[config.mk]
export PLATFORM = sky130hd
export DESIGN_NAME = restador_serie_n_bits
export DESIGN_NICKNAME = d
export VERILOG_FILES = /design/src/rtl/restador_serie_n_bits.sv
export SDC_FILE = /design/constraint.sdc
export NUM_CORES = 1
export LEC_CHECK = 0
export CORE_AREA = 2 2 70 72
export DETAILED_ROUTE_END_ITERATION = 6
export DIE_AREA = 0 0 72 74
export GPL_TIMING_DRIVEN = 0
export PLACE_DENSITY = 0.72
export SYNTH_ARGS = -nofsm -noshare
export SYNTH_HDL_FRONTEND = slang
export SYNTH_SLANG_ARGS = --single-unit
export TNS_END_PERCENT = 30
[constraint.sdc]
create_clock -name clk_i -period 4.7 [get_ports clk_i]
set_clock_uncertainty 0.1 [all_clocks]
set_input_delay 0.94 -clock clk_i [delete_from_list [all_inputs] [get_ports clk_i]]
set_output_delay 0.94 -clock clk_i [all_outputs]
set_load 0.03 [all_outputs]
[src/rtl/restador_serie_n_bits.sv]
// Bit-serial N-bit subtractor (d = x - y, LSB first) built around one full-subtractor cell.
// Optional signed-overflow output enabled by defining RESTADOR_SERIE_OVF_EN.

module restador_completo_1_bit (
  input  logic x_i,
  input  logic y_i,
  input  logic b_in_i,
  output logic d_o,
  output logic b_out_o
);

  assign d_o     = x_i ^ y_i ^ b_in_i;
  assign b_out_o = (~x_i & y_i) | (~(x_i ^ y_i) & b_in_i);

endmodule

module restador_serie_n_bits #(
  parameter int N = 8
) (
  input  logic         clk_i,
  input  logic         rst_ni,
  input  logic         start_i,
  input  logic [N-1:0] x_i,
  input  logic [N-1:0] y_i,
  output logic         busy_o,
  output logic         done_o,
  output logic [N-1:0] d_o,
  output logic         b_out_o
`ifdef RESTADOR_SERIE_OVF_EN
  ,
  output logic         ovf_o
`endif
);

  localparam int CW = $clog2(N);
  localparam logic [CW-1:0] LAST = CW'(N - 1);

  typedef enum logic [1:0] {
    IDLE,
    SHIFT,
    DONE
  } state_e;

  state_e        state_q;
  logic [N-1:0]  sx_q;
  logic [N-1:0]  sy_q;
  logic [N-1:0]  sd_q;
  logic [N-1:0]  sd_d;
  logic [N-1:0]  d_q;
  logic [CW-1:0] cnt_q;
  logic          br_q;
  logic          bOut_q;
  logic          busy_q;
  logic          done_q;
  logic          cellD;
  logic          cellBout;
  logic          lastBit;

  restador_completo_1_bit u_cell (
    .x_i     (sx_q[0]),
    .y_i     (sy_q[0]),
    .b_in_i  (br_q),
    .d_o     (cellD),
    .b_out_o (cellBout)
  );

  assign sd_d    = {cellD, sd_q[N-1:1]};
  assign lastBit = (cnt_q == LAST);

`ifdef RESTADOR_SERIE_OVF_EN
  // Borrow into the MSB, kept so ovf can be formed from two held flops.
  logic brMsb_q;
`endif

  always_ff @(posedge clk_i or negedge rst_ni) begin
    if (!rst_ni) begin
      state_q <= IDLE;
      sx_q    <= '0;
      sy_q    <= '0;
      sd_q    <= '0;
      d_q     <= '0;
      cnt_q   <= '0;
      br_q    <= 1'b0;
      bOut_q  <= 1'b0;
      busy_q  <= 1'b0;
      done_q  <= 1'b0;
`ifdef RESTADOR_SERIE_OVF_EN
      brMsb_q <= 1'b0;
`endif
    end else begin
      case (state_q)
        IDLE: begin
          done_q <= 1'b0;
          if (start_i) begin
            sx_q    <= x_i;
            sy_q    <= y_i;
            br_q    <= 1'b0;
            cnt_q   <= '0;
            busy_q  <= 1'b1;
            state_q <= SHIFT;
          end
        end
        SHIFT: begin
          sd_q  <= sd_d;
          br_q  <= cellBout;
          sx_q  <= {1'b0, sx_q[N-1:1]};
          sy_q  <= {1'b0, sy_q[N-1:1]};
          cnt_q <= cnt_q + CW'(1);
          if (lastBit) begin
            // Publish on the edge that processes the MSB, not one cycle later.
            d_q     <= sd_d;
            bOut_q  <= cellBout;
            busy_q  <= 1'b0;
            done_q  <= 1'b1;
            state_q <= DONE;
`ifdef RESTADOR_SERIE_OVF_EN
            brMsb_q <= br_q;
`endif
          end
        end
        DONE: begin
          done_q  <= 1'b0;
          state_q <= IDLE;
        end
        default: begin
          busy_q  <= 1'b0;
          done_q  <= 1'b0;
          state_q <= IDLE;
        end
      endcase
    end
  end

  assign busy_o  = busy_q;
  assign done_o  = done_q;
  assign d_o     = d_q;
  assign b_out_o = bOut_q;
`ifdef RESTADOR_SERIE_OVF_EN
  assign ovf_o   = brMsb_q ^ bOut_q;
`endif

endmodule
==> results of run 1 <==
worst paths after layout:
| path | cells after the start | to | slack (ns) | start |
|---|---|---|---|---|
| max | 1 | busy_o | 2.33 | busy_o |
| min | 2 | b_out_o | 0.39 | b_out_o |
| max reg2reg | 5 | d_o[2] | 3.07 | cnt_q[0] |
| min reg2reg | 2 | b_out_o | 0.39 | b_out_o |
| max in group asynchronous | 1 | sx_q[0] | 3.31 | rst_ni |
| min in group asynchronous | 1 | cnt_q[0] | 0.65 | rst_ni |
cells in the final DEF (no fill, tap or decap), drive strengths merged:
| cell type | Yosys | routed |
|---|---|---|
| buf | 9 | 10 |
| clkdlybuf4s50 | 0 | 27 |
| mux2 | 15 | 15 |
| nand2b | 4 | 4 |
| a21oi | 11 | 11 |
| o22ai | 23 | 23 |
| ha | 2 | 2 |
| inv | 5 | 5 |
| nor2 | 7 | 7 |
| nor2b | 1 | 1 |
| o21ai | 7 | 7 |
| a22o | 2 | 2 |
| o21bai | 1 | 1 |
| fa | 1 | 1 |
| clkbuf | 1 | 9 |
| nand3b | 3 | 3 |
| a2bb2oi | 2 | 2 |
| o221a | 2 | 2 |
| dfrtp | 40 | 40 |
| nand2 | 6 | 6 |
state kept, by name (all words and copies together) (netlist names):
signal   count
sx_q         8
d_o          8
br_q         1
sy_q         8
state_q      2
sd_q         7
cnt_q        3
done_o       1
b_out_o      1
busy_o       1
cell type report:
type / instances / area share
repair buffers: 28 / 0.1246
plain buffers: 10 / 0.03341
multi-input cells: 87 / 0.3092
flip-flops and latches: 40 / 0.4530
clock buffers: 8 / 0.04077
well taps: 54 / 0.03058
inverters: 5 / 0.008494
stage by stage:
stage | std cells | util | total power, mW | instance area, um2 | worst slack, ns
4_1_cts | 232 | 0.4805 | 1.545 | 2210 | 2.307
3_3_place_gp | 224 | 0.4620 | 1.283 | 2125 | 1.582
2_1_floorplan | 142 | - | 1.101 | 1777 | 2.945
3_5_place_dp | 224 | 0.4610 | 1.308 | 2120 | 2.643
5_1_grt | 232 | 0.4805 | 1.629 | 2210 | 2.298
6_report | 232 | 0.4805 | 1.523 | 2210 | 2.329
power groups by stage:
stage	Combinational [mW]	Sequential [mW]	Clock, mW
global route	0.743	0.637	0.249
floorplan	0.417	0.683	0
global placement	0.669	0.614	0
detailed placement	0.687	0.621	0
finish	0.678	0.613	0.233
CTS	0.688	0.615	0.242
per-layer routing:
layer,vias to the layer above,track usage,routed length (um)
li1,584,-,-
met1,575,0.1785,1546
met2,30,0.2253,1623
met3,4,0.03659,135
met4,0,0.06918,63
met5,-,0,0
synth_stat cells (2+ instances only):
library cell	n	area [um2]
inv_1	5	18.77
o221a_2	2	22.52
a22o_1	2	17.52
ha_1	2	25.02
a2bb2oi_1	2	17.52
nor2_1	6	22.52
nand3b_1	2	15.01
a21oi_1	11	55.05
dfrtp_1	40	1001
buf_4	2	15.01
buf_2	4	20.02
o22ai_1	23	143.9
mux2_2	3	33.78
o21ai_0	7	35.03
buf_6	3	33.78
nand2b_1	3	18.77
nand2_1	6	22.52
mux2_4	12	180.2
logic make-up after synthesis:
family / Yosys count
muxes: 15
adders and majority gates: 3
DFF: 40
and+or+nand+nor: 21
buffers and inverters: 15
AOI/OAI and AO/OA: 48
==> run metrics, run 1 <==
Inserted Clock Buffers=5; die height=~74 um; Psw=536.3 uW; total grt overflow=0; DRC violation count after routing=0; initial core utilization=0.3864; Synthesis Warnings=0; post-synthesis mux area share=0.1204; status=finished clean; vias in the first global route=~1200; Synth Cell Area=approximately 1800 um2; Netlist cell types=25; CP arrival=between 1 and 1.5 ns; nets@finish=about 200; Mapped Nets=164; sequential power share=0.402; slowest CP cell=clkdlybuf4s50_1; largest family of logic cells by synthesized area=compound AO/OA/AOI/OAI gates; Slew headroom=0.4292; min Tclk post-route=2.371 ns; clk slew on worst S/H paths=~0.080 ns; largest net degree at the start of global routing=41; post-synthesis adder-cell area fraction=0.02535; mean post-synth cell area=12.51 um2; htree depth=2; final WL=~3400 um; row cnt=25; clk buf depth=2; hpwl dp=2420 um; Required @ worst endpoint=about 3.7 ns; Seq/Total Area, Yosys=0.5634; Critical Path, Cell by Cell=clkdlybuf4s50_1; final setup violation count=0; n_diodes=0; CTS tree=done; worst-margin pin slew=~0.86 ns; Sink Count=40; f_max=0.4218 GHz; Via density=5.142; Sw Ratio=0.3521; Hold Slack=0.3942 ns; Avg WL per Cell=14.52 um; vias=1193; delay-heaviest family, CP=buffers and inverters; Power Density=689.4 nW/um2; layout cells sized above 1=0.2079; RSZ-0062 raised after global routing=no; crit-path max FO=3; clock root cell=clkbuf_8; Int Power=987.0 uW; # fillers=427; crit end category=primary output; Async SR Flop Fraction=1.000; area of the multi-input gates=683.2 um2; kind of critical path=reg -> out; antenna-violating nets left=0; initial antenna violation count=0; Slew Limit Fails=0; simple-gate share of the synthesized area=0.07042; Tot GR Track Use=0.1405; Reg area=1001 um2; Horiz. Die Dim=72 um; DRT Pass-1 Iters=4; Hold Path Class=reg -> reg; Buf+Inv Stages, Crit Path=1; crit-path max cell delay=0.67 ns; clock latency at the later pin of the worst-skew pair=between 0.2 and 0.3 ns; post-synthesis compound-gate area fraction=0.1683; startpoint types=register; I/O pins=30; Port Buffers=28; Placeable Area=4598 um2; Setup TNS Final=0 ns; max cap viols=0; DR iter-0 viols=46; Pleak=~0.99 nW; EDFF count, synth=0; first-pass GRT wire length=5623 um; Syn-to-layout area delta=24.37%; Die Area=5328 um2; post-synthesis cell count=142; CTS resizes=0; VDD IR max=about 0.20 mV; postcts setup bufs=0; Synth Area in XOR/XNOR=0; Post-CTS Hold Buffers=0; top_reg_cell synth=dfrtp_1; Hold Vio Cnt, Final=0; Comb power frac=0.445; GP Congestion=0.7058; Final Cycle Share=0.5045; #FFs+latches synth=40; clock share of power=0.153
(Power assumes the default switching activity.)
==> run 2: changes to the inputs <==
==> constraint.sdc (replaced) <==
create_clock -name clk_i -period 2.5 [get_ports clk_i]
set_clock_uncertainty 0.1 [all_clocks]
set_input_delay 0.5 -clock clk_i [delete_from_list [all_inputs] [get_ports clk_i]]
set_output_delay 0.5 -clock clk_i [all_outputs]
set_load 0.03 [all_outputs]
==> results of run 2 <==
The final DEF is identical to that of run 1. Status: finished clean.
Among the figures that moved: setup slack after placement 2.643 ns -> 0.8753 ns; setup slack after layout 2.329 ns -> 0.5691 ns; hold slack 0.3942 ns -> 0.2120 ns; register-to-register setup slack 3.07 ns -> 0.87 ns; total power 1.523 mW -> 2.864 mW; worst IR drop on VDD 0.1997 mV -> 0.3754 mV
